### src/rtl/isa_pkg.sv
// Shared ISA definitions: instruction field positions, default widths and the
// major-opcode encoding seen by both the fetch stage and the Control_Unit.
package isa_pkg;

  localparam int PC_W    = 32;
  localparam int INSTR_W = 32;

  localparam int OPC_MSB   = 31;
  localparam int OPC_LSB   = 27;
  localparam int ALUOP_MSB = 26;
  localparam int ALUOP_LSB = 24;

  localparam int OPC_W   = OPC_MSB - OPC_LSB + 1;
  localparam int ALUOP_W = ALUOP_MSB - ALUOP_LSB + 1;

  localparam logic [INSTR_W-1:0] NOP_INSTR = '0;

  typedef enum logic [OPC_W-1:0] {
    OPC_ALU   = 5'b00000,
    OPC_ADDI  = 5'b00001,
    OPC_LOAD  = 5'b00100,
    OPC_STORE = 5'b00101,
    OPC_BEQ   = 5'b01000,
    OPC_BNE   = 5'b01001,
    OPC_JMP   = 5'b10000,
    OPC_JAL   = 5'b10001,
    OPC_JR    = 5'b10010
  } opcode_e;

  typedef enum logic [ALUOP_W-1:0] {
    ALU_ADD = 3'b000,
    ALU_SUB = 3'b001,
    ALU_AND = 3'b010,
    ALU_OR  = 3'b011,
    ALU_XOR = 3'b100,
    ALU_SLT = 3'b101,
    ALU_SLL = 3'b110,
    ALU_SRL = 3'b111
  } aluop_e;

  function automatic logic [OPC_W-1:0] get_opcode(input logic [INSTR_W-1:0] instr);
    return instr[OPC_MSB:OPC_LSB];
  endfunction

  function automatic logic [ALUOP_W-1:0] get_aluop(input logic [INSTR_W-1:0] instr);
    return instr[ALUOP_MSB:ALUOP_LSB];
  endfunction

endpackage

### src/rtl/fetch_stage_if_id_reg.sv
// Generic pipeline register with load enable, flush and synchronous reset.
// Flush only kills the valid bit; the payload is don't-care while invalid.
module if_id_reg #(
  parameter int DATA_W = 64
) (
  input  logic              clk,
  input  logic              rst,
  input  logic              i_en,
  input  logic              i_flush,
  input  logic              i_valid,
  input  logic [DATA_W-1:0] i_data,
  output logic              o_valid,
  output logic [DATA_W-1:0] o_data
);

  logic              r_valid;
  logic [DATA_W-1:0] r_data;

  // Flush outranks the enable so a redirect during a stall still empties the slot.
  always_ff @(posedge clk) begin
    if (rst) begin
      r_valid <= 1'b0;
      r_data  <= '0;
    end else if (i_flush) begin
      r_valid <= 1'b0;
    end else if (i_en) begin
      r_valid <= i_valid;
      r_data  <= i_data;
    end
  end

  assign o_valid = r_valid;
  assign o_data  = r_data;

endmodule

### src/rtl/fetch_stage.sv
// Instruction fetch: owns the PC, drives a 1-cycle synchronous instruction
// memory and loads the IF/ID register feeding the decode-stage Control_Unit.
module fetch_stage
  import isa_pkg::*;
#(
  parameter int                PC_W     = isa_pkg::PC_W,
  parameter int                INSTR_W  = isa_pkg::INSTR_W,
  parameter logic [PC_W-1:0]   RESET_PC = '0,
  parameter int                PC_INC   = 4
) (
  input  logic               clk,
  input  logic               rst,
  input  logic               stall,
  input  logic               redirect_valid,
  input  logic [PC_W-1:0]    redirect_pc,
  output logic [PC_W-1:0]    imem_addr,
  output logic               imem_en,
  input  logic [INSTR_W-1:0] imem_rdata,
  output logic               id_valid,
  output logic [INSTR_W-1:0] id_instr,
  output logic [PC_W-1:0]    id_pc,
  output logic [OPC_W-1:0]   id_opcode,
  output logic [ALUOP_W-1:0] id_aluop
);

  localparam int ID_W = PC_W + INSTR_W;

  logic [PC_W-1:0] r_pc;
  logic            r_req_valid;
  logic [PC_W-1:0] r_req_pc;

  logic [PC_W-1:0] w_fetch_addr;
  logic            w_fetch;
  logic [ID_W-1:0] w_id_d;
  logic [ID_W-1:0] w_id_q;

  // A redirect issues its target immediately, so it fetches even when stalled.
  assign w_fetch_addr = redirect_valid ? redirect_pc : r_pc;
  assign w_fetch      = redirect_valid | ~stall;

  assign imem_addr = w_fetch_addr;
  assign imem_en   = ~rst & w_fetch;

  always_ff @(posedge clk) begin
    if (rst) begin
      r_pc        <= RESET_PC;
      r_req_valid <= 1'b0;
      r_req_pc    <= '0;
    end else if (w_fetch) begin
      r_req_valid <= 1'b1;
      r_req_pc    <= w_fetch_addr;
      r_pc        <= w_fetch_addr + PC_W'(PC_INC);
    end
  end

  // While stalled imem_en is low, so imem_rdata still holds the in-flight word.
  assign w_id_d = {r_req_pc, imem_rdata};

  if_id_reg #(
    .DATA_W (ID_W)
  ) u_if_id (
    .clk     (clk),
    .rst     (rst),
    .i_en    (~stall),
    .i_flush (redirect_valid),
    .i_valid (r_req_valid),
    .i_data  (w_id_d),
    .o_valid (id_valid),
    .o_data  (w_id_q)
  );

  assign id_pc     = w_id_q[ID_W-1:INSTR_W];
  assign id_instr  = w_id_q[INSTR_W-1:0];
  assign id_opcode = id_instr[OPC_MSB:OPC_LSB];
  assign id_aluop  = id_instr[ALUOP_MSB:ALUOP_LSB];

endmodule
### config.mk
export PLATFORM = sky130hd
export DESIGN_NAME = fetch_stage
export DESIGN_NICKNAME = d
export VERILOG_FILES = /design/src/rtl/isa_pkg.sv /design/src/rtl/fetch_stage_if_id_reg.sv /design/src/rtl/fetch_stage.sv
export SDC_FILE = /design/constraint.sdc
export NUM_CORES = 1
export LEC_CHECK = 0
export CAP_MARGIN = 20
export CORE_UTILIZATION = 43
export DETAILED_ROUTE_END_ITERATION = 10
export PLACE_DENSITY = 0.75
export SYNTH_ARGS = -nofsm -noshare
export SYNTH_HDL_FRONTEND = slang
export SYNTH_SLANG_ARGS = --single-unit
### constraint.sdc
create_clock -name clk -period 3.39 [get_ports clk]
set_clock_uncertainty 0.15 [all_clocks]
set_input_delay 0.678 -clock clk [delete_from_list [all_inputs] [get_ports clk]]
set_output_delay 0.678 -clock clk [all_outputs]
set_load 0.01 [all_outputs]
==> results_dict.tcl, run 1 <==
set metrics [dict create \
    timing.final.crit_share_pct 93.6 \
    regArea_mm2 0.00256 \
    max_slew_margin_pct 26.8 \
    fmax_mhz 315 \
    critical_path.max_fanout 41 \
    grt_pass1_vias 5380 \
    clock-sinks 128 \
    cp_slowest_stage_delay_ns 0.65 \
    pwr_density_cell_mw_per_mm2 483 \
    cp_data_arrival_time_ns 2.34 \
    gp_congestion 0.879 \
    start_kind "input pin" \
    layout.nets 941 \
    rsz0062_at_grt "no" \
    grt_start_max_net_pins 109 \
    cts_root_buf "clkbuf_16" \
    p_total_uw 3980 \
    grtUsageTotal_pct 26.1 \
    ioPinCount 174 \
    cts_made_buffers 17 \
    worstPathRequired_ns 2.56 \
    core_mm2 0.0128 \
    synth_ff_type "dfxtp_1" \
    whs_ns 0.302 \
    wl_per_cell_um 16.9 \
    dp_cells 1024 \
    worst_pin_slew_ns 1.10 \
    synth_compound_area_share_pct 15.4 \
    end_kind "output pin" \
    status "finished, final reports clean" \
    wirelength_um 17800 \
    muxShareOfSynthArea_pct 5.44 \
    clock_latency_ns 0.41 \
    yosys.area_share.adder_pct 0.217 \
    crit_family "buffers and inverters" \
    rows 41 \
    peakVddDrop_mv 0.324 \
    syn_inst 711 \
    nFillCells 1103 \
    vias_per_cell 5.35 \
    area_growth_pct 42.9 \
    drt_iter0_drc 372 \
    ys_seq_area_share_pct 44.4 \
    hold_path_class "register to register" \
    multi_input_area_mm2 0.00285 \
    netlist_area_mm2 0.00577 \
    synth_edf_count 0 \
    ant_nets 0 \
    crit_chain "buf_2, buf_12, o21ai_0, clkdlybuf4s50_1" \
    antenna_found_initial 0 \
    ctsHoldBuffers 0 \
    die_area_mm2 0.0139 \
    io_buffers 173 \
    yosys.area_share.simple_pct 26.7 \
    synthXorXnorAreaFrac_pct 1.37 \
    synth_top_family_by_area "simple AND/OR/NAND/NOR gates" \
    dr.pass1.iters 5 \
    period_minus_slack_ns 3.17 \
    cp_slowest_cell "clkdlybuf4s50_1" \
    clkTransAtPathRegs_ns 0.05 \
    synthesis.nets 780 \
    post_cts_resized 0 \
    maxCapViolations 0 \
    dp_hpwl_um 12500 \
    cts_max_level 4 \
    finalHoldViolCount 0 \
    final_layout_size_suffix_gt1_share_pct 9.49 \
    cts_tree "done" \
    p_leak_uw 0.00320 \
    start_util_pct 45.0 \
    async_reset_ff_share_pct 0 \
    num_vias 5657 \
    worst-path-buf-inv 3 \
    ys.warnings.count 0 \
    diodes 0 \
    grt.overflow.total 0 \
    cts_max_path_buffers 2 \
    syn_avg_cell_area_um2 8.11 \
    die_w_um 118 \
    crit_type "input pin to output pin" \
    drc_errors 0 \
    synth.distinct_cells 51 \
    ys_seq_elements 128 \
    drv_slew 0 \
    final_cells 1057 \
    setup_viol 0 \
    setup_tns_ns 0 \
    dieHeight_um 118 \
    postCtsSetupRepairBufs 0 \
    grt_pass1_wl_um 28500 \
]
## placed cells by master, fill, tap and decap left out, drive strengths merged, types with 6 or more instances in the layout
| master | n |
|---|---|
| clkinv | 6 |
| o21ai | 12 |
| o211ai | 10 |
| buf | 29 |
| dfxtp | 128 |
| inv | 25 |
| nand3 | 27 |
| nand3b | 20 |
| nand2 | 161 |
| a211oi | 23 |
| nor3 | 13 |
| clkbuf | 22 |
| xnor2 | 9 |
| mux2 | 11 |
| clkdlybuf4s50 | 171 |
| a21oi | 76 |
| nor2 | 49 |
| nand4 | 14 |
| or4 | 11 |
| mux2i | 19 |
| nand4b | 6 |
| and3 | 6 |
## worst min-delay path, stage by stage, from the launching register on
cell	delay [ns]
dfxtp_1	0.30
nand2_1	0.05
a21oi_1	0.05
## kinds of logic (layout without fill, tap and decap cells)
logic type | count (synthesis) | after routing
DFF | 128 | 128
adders and majority gates | 1 | 1
and+or+nand+nor | 319 | 319
muxes | 30 | 30
xor gates and xnor gates | 9 | 9
AOI/OAI and AO/OA | 141 | 141
buffers and inverters | 83 | 257
## cell usage after synthesis, drive strengths merged, types with 13 or more instances
master	number	area (um2)
nand2	161	604
dfxtp	128	2560
a21oi	76	384
nor2	49	184
clkbuf	35	131
nand3	27	140
inv	25	93.8
a211oi	23	173
buf	23	148
nand3b	20	163
mux2i	19	190
nand4	14	103
nor3	13	65.1
## cell type report
| cell class | count | area share (%) |
|---|---|---|
| repair buffers | 200 | 23.8 |
| flip-flops and latches | 128 | 31.1 |
| multi-input cells | 500 | 34.5 |
| clock buffers | 22 | 5.75 |
| well taps | 172 | 2.61 |
| inverters | 25 | 1.14 |
| clock inverters | 10 | 1.05 |
## metal layers
metal  GRT usage [%]  wire length, um  vias to the layer above
li1                -                -                     2782
met1            33.1             7870                     2636
met2            41.6             8450                      194
met3            5.77              865                       45
met4            13.1              631                        0
met5               0                0                        -
## path summary, 6_finish.rpt
kind,startpoint,slack [ns],end,depth (start not counted)
setup reg to reg,r_pc[3],1.06,r_pc[24],7
hold reg to reg,r_req_pc[8],0.30,u_if_id.o_data[40],2
hold / removal,r_req_pc[8],0.30,u_if_id.o_data[40],2
setup / recovery,redirect_valid,0.22,imem_addr[22],4
## stage by stage
step / setup WS [ns] / cell area [um2] / util, %
2_1_floorplan: 0.104 / 5770 / -
3_3_place_gp: 0.278 / 7660 / 59.7
3_5_place_dp: 0.228 / 7660 / 59.7
4_1_cts: 0.271 / 8220 / 64.1
5_1_grt: 0.136 / 8240 / 64.3
6_report: 0.217 / 8240 / 64.3
## report_power, final
part / internal, uW / total, uW / switching, uW
registers: 1590 / 1650 / 57.7
clock network: 1060 / 1720 / 659
logic: 307 / 611 / 305
total: 2960 / 3980 / 1020
## flip-flops by register name (all words and copies together), names as in the netlist
signal	flops
r_req_valid	1
u_if_id.o_valid	1
r_req_pc	30
r_pc	32
u_if_id.o_data	64
No activity file was read; power rests on OpenSTA's default activity.
==> run 2, diff against run 1 <==
--- a/config.mk
+++ b/config.mk
@@ -8,6 +8,7 @@
 export CAP_MARGIN = 20
 export CORE_UTILIZATION = 43
 export DETAILED_ROUTE_END_ITERATION = 10
+export HOLD_SLACK_MARGIN = 0.02
 export PLACE_DENSITY = 0.75
 export SYNTH_ARGS = -nofsm -noshare
 export SYNTH_HDL_FRONTEND = slang
==> constraint.sdc (replaced) <==
create_clock -name clk -period 3.39 [get_ports clk]
set_clock_uncertainty 0.15 [all_clocks]
set_input_delay 0.678 -clock clk [delete_from_list [all_inputs] [get_ports clk]]
set_output_delay 0.678 -clock clk [all_outputs]
set_load 0.05 [all_outputs]
==> results_dict.tcl, run 2 (same netlist as run 1, synthesis figures left out) <==
set metrics [dict create \
    final_layout_size_suffix_gt1_share_pct 12.7 \
    setup_tns_ns 0 \
    io_buffers 173 \
    place_ws_ns 0.240 \
    cts_max_level 4 \
    dieHeight_um 118 \
    drt_iter0_drc 402 \
    critPathCapture "imem_addr[25]" \
    ff2ff_path_depth 5 \
    max_slew_margin_pct 43.4 \
    wirelength_um 17600 \
    postCtsSetupRepairBufs 0 \
    crit_family "buffers and inverters" \
    fmax_mhz 322 \
    timing.final.crit_share_pct 91.5 \
    cp.depth 3 \
    start_kind "input pin" \
    setup_viol 0 \
    r2r_end "r_pc[31]" \
    cp_slowest_cell "clkdlybuf4s50_1" \
    cp_data_arrival_time_ns 2.27 \
    cts_tree "done" \
    rows 41 \
    largest_register_ffs 64 \
    drc_errors 0 \
    peakVddDrop_mv 0.283 \
    ant_nets 0 \
    cts_max_path_buffers 2 \
    ctsHoldBuffers 0 \
    mostFrequentLayoutCells "nand2_1, clkdlybuf4s50_1, dfxtp_1" \
    period_minus_slack_ns 3.10 \
    setup_slack_ns 0.287 \
    p_leak_uw 0.00325 \
    clkTransAtPathRegs_ns 0.05 \
    multi_input_area_mm2 0.00285 \
    maxCapViolations 0 \
    finalHoldViolCount 0 \
    diodes 0 \
    antenna_found_initial 0 \
    cp-startpoint "redirect_valid" \
    grt_pass1_wl_um 27800 \
    pwr_density_cell_mw_per_mm2 518 \
    regArea_mm2 0.00256 \
    dr.pass1.iters 5 \
    cts_root_buf "clkbuf_16" \
    hold_path_class "register to register" \
    critical_path.max_fanout 22 \
    ioPinCount 174 \
    grt.overflow.total 0 \
    crit_chain "buf_2, mux2_2, clkdlybuf4s50_1" \
    end_kind "output pin" \
    status "finished, final reports clean" \
    drv_slew 0 \
    wl_per_cell_um 16.7 \
    num_vias 5674 \
    clock_latency_ns 0.42 \
    grt_start_max_net_pins 85 \
    vias_per_cell 5.37 \
    dp_hpwl_um 12700 \
    r2r_slack_ns 1.11 \
    cp_slowest_stage_delay_ns 0.71 \
    worstPathRequired_ns 2.56 \
    die_w_um 118 \
    layout.nets 940 \
    rsz0062_at_grt "no" \
    nFillCells 1119 \
    crit_type "input pin to output pin" \
    post_cts_resized 0 \
    grt_pass1_vias 5287 \
    reg2reg_from "r_pc[13]" \
    worst_pin_slew_ns 0.849 \
    gp_congestion 0.914 \
    start_util_pct 45.0 \
    core_mm2 0.0128 \
    grtUsageTotal_pct 25.5 \
    final_common_cell "nand2_1" \
    worst-path-buf-inv 2 \
    cts_made_buffers 17 \
    area_growth_pct 42.4 \
    die_area_mm2 0.0139 \
    clock-sinks 128 \
]
[run 2: changes by cell type in the layout (fill, tap and decap cells not counted), moves of 2 or more]
cell | previous run | this run
buf_12 | 3 | 5
buf_4 | 25 | 52
clkdlybuf4s50_1 | 171 | 141
clkinv_2 | 5 | 3
mux2_2 | 11 | 9
mux2_4 | 0 | 2
[run 2: report_power, final]
| group | internal (uW) | switching [uW] |
|---|---|---|
| logic | 298 | 510 |
| clock network | 1140 | 661 |
| registers | 1590 | 58.8 |
[run 2: per-layer routing]
layer / wire, um / up-vias / share of wire [%] / GRT usage, %
li1: - / 2781 / - / -
met1: 7580 / 2659 / 43 / 31.8
met2: 8630 / 198 / 49 / 42.4
met3: 962 / 36 / 5.5 / 5.43
met4: 442 / 0 / 2.5 / 10.9
met5: 0 / - / 0 / 0
[run 2: worst min path at each step]
stage | from | end | slack [ns] | depth (start not counted)
2_1_floorplan | r_pc[0] | u_if_id.o_data[32] | 0.28 | 2
3_3_place_gp | r_req_pc[13] | u_if_id.o_data[45] | 0.29 | 2
3_5_place_dp | r_req_pc[13] | u_if_id.o_data[45] | 0.29 | 2
4_1_cts | r_req_pc[13] | u_if_id.o_data[45] | 0.30 | 2
5_1_grt | r_req_pc[3] | u_if_id.o_data[35] | 0.32 | 2
6_report | r_req_pc[18] | u_if_id.o_data[50] | 0.30 | 2
[run 2: tightest hold or removal path, cell delays in order, from the launching register on]
cell	delay [ns]
dfxtp_1	0.31
nand2_1	0.05
a21oi_1	0.05
[run 2: final cells by class]
cell class	count	share of cell area, %
Multi-Input combinational cell	500	34.7
Sequential cell	128	31.2
Timing Repair Buffer	199	23.2
Clock buffer	23	5.82
Tap cell	172	2.62
Clock inverter	9	1.29
Inverter	25	1.14
[run 2: metrics by stage]
step           instance area, um2  hold WS (ns)  std cells  util, %  power [uW]
6_report                     8220         0.300       1056     64.1        4260
5_1_grt                      8220         0.316       1056     64.1        4410
4_1_cts                      8200         0.302       1055     63.9        4280
3_5_place_dp                 7610         0.294       1023     59.4        2480
3_3_place_gp                 7610         0.289       1023     59.4        2470
2_1_floorplan                5780         0.279        711        -        2170
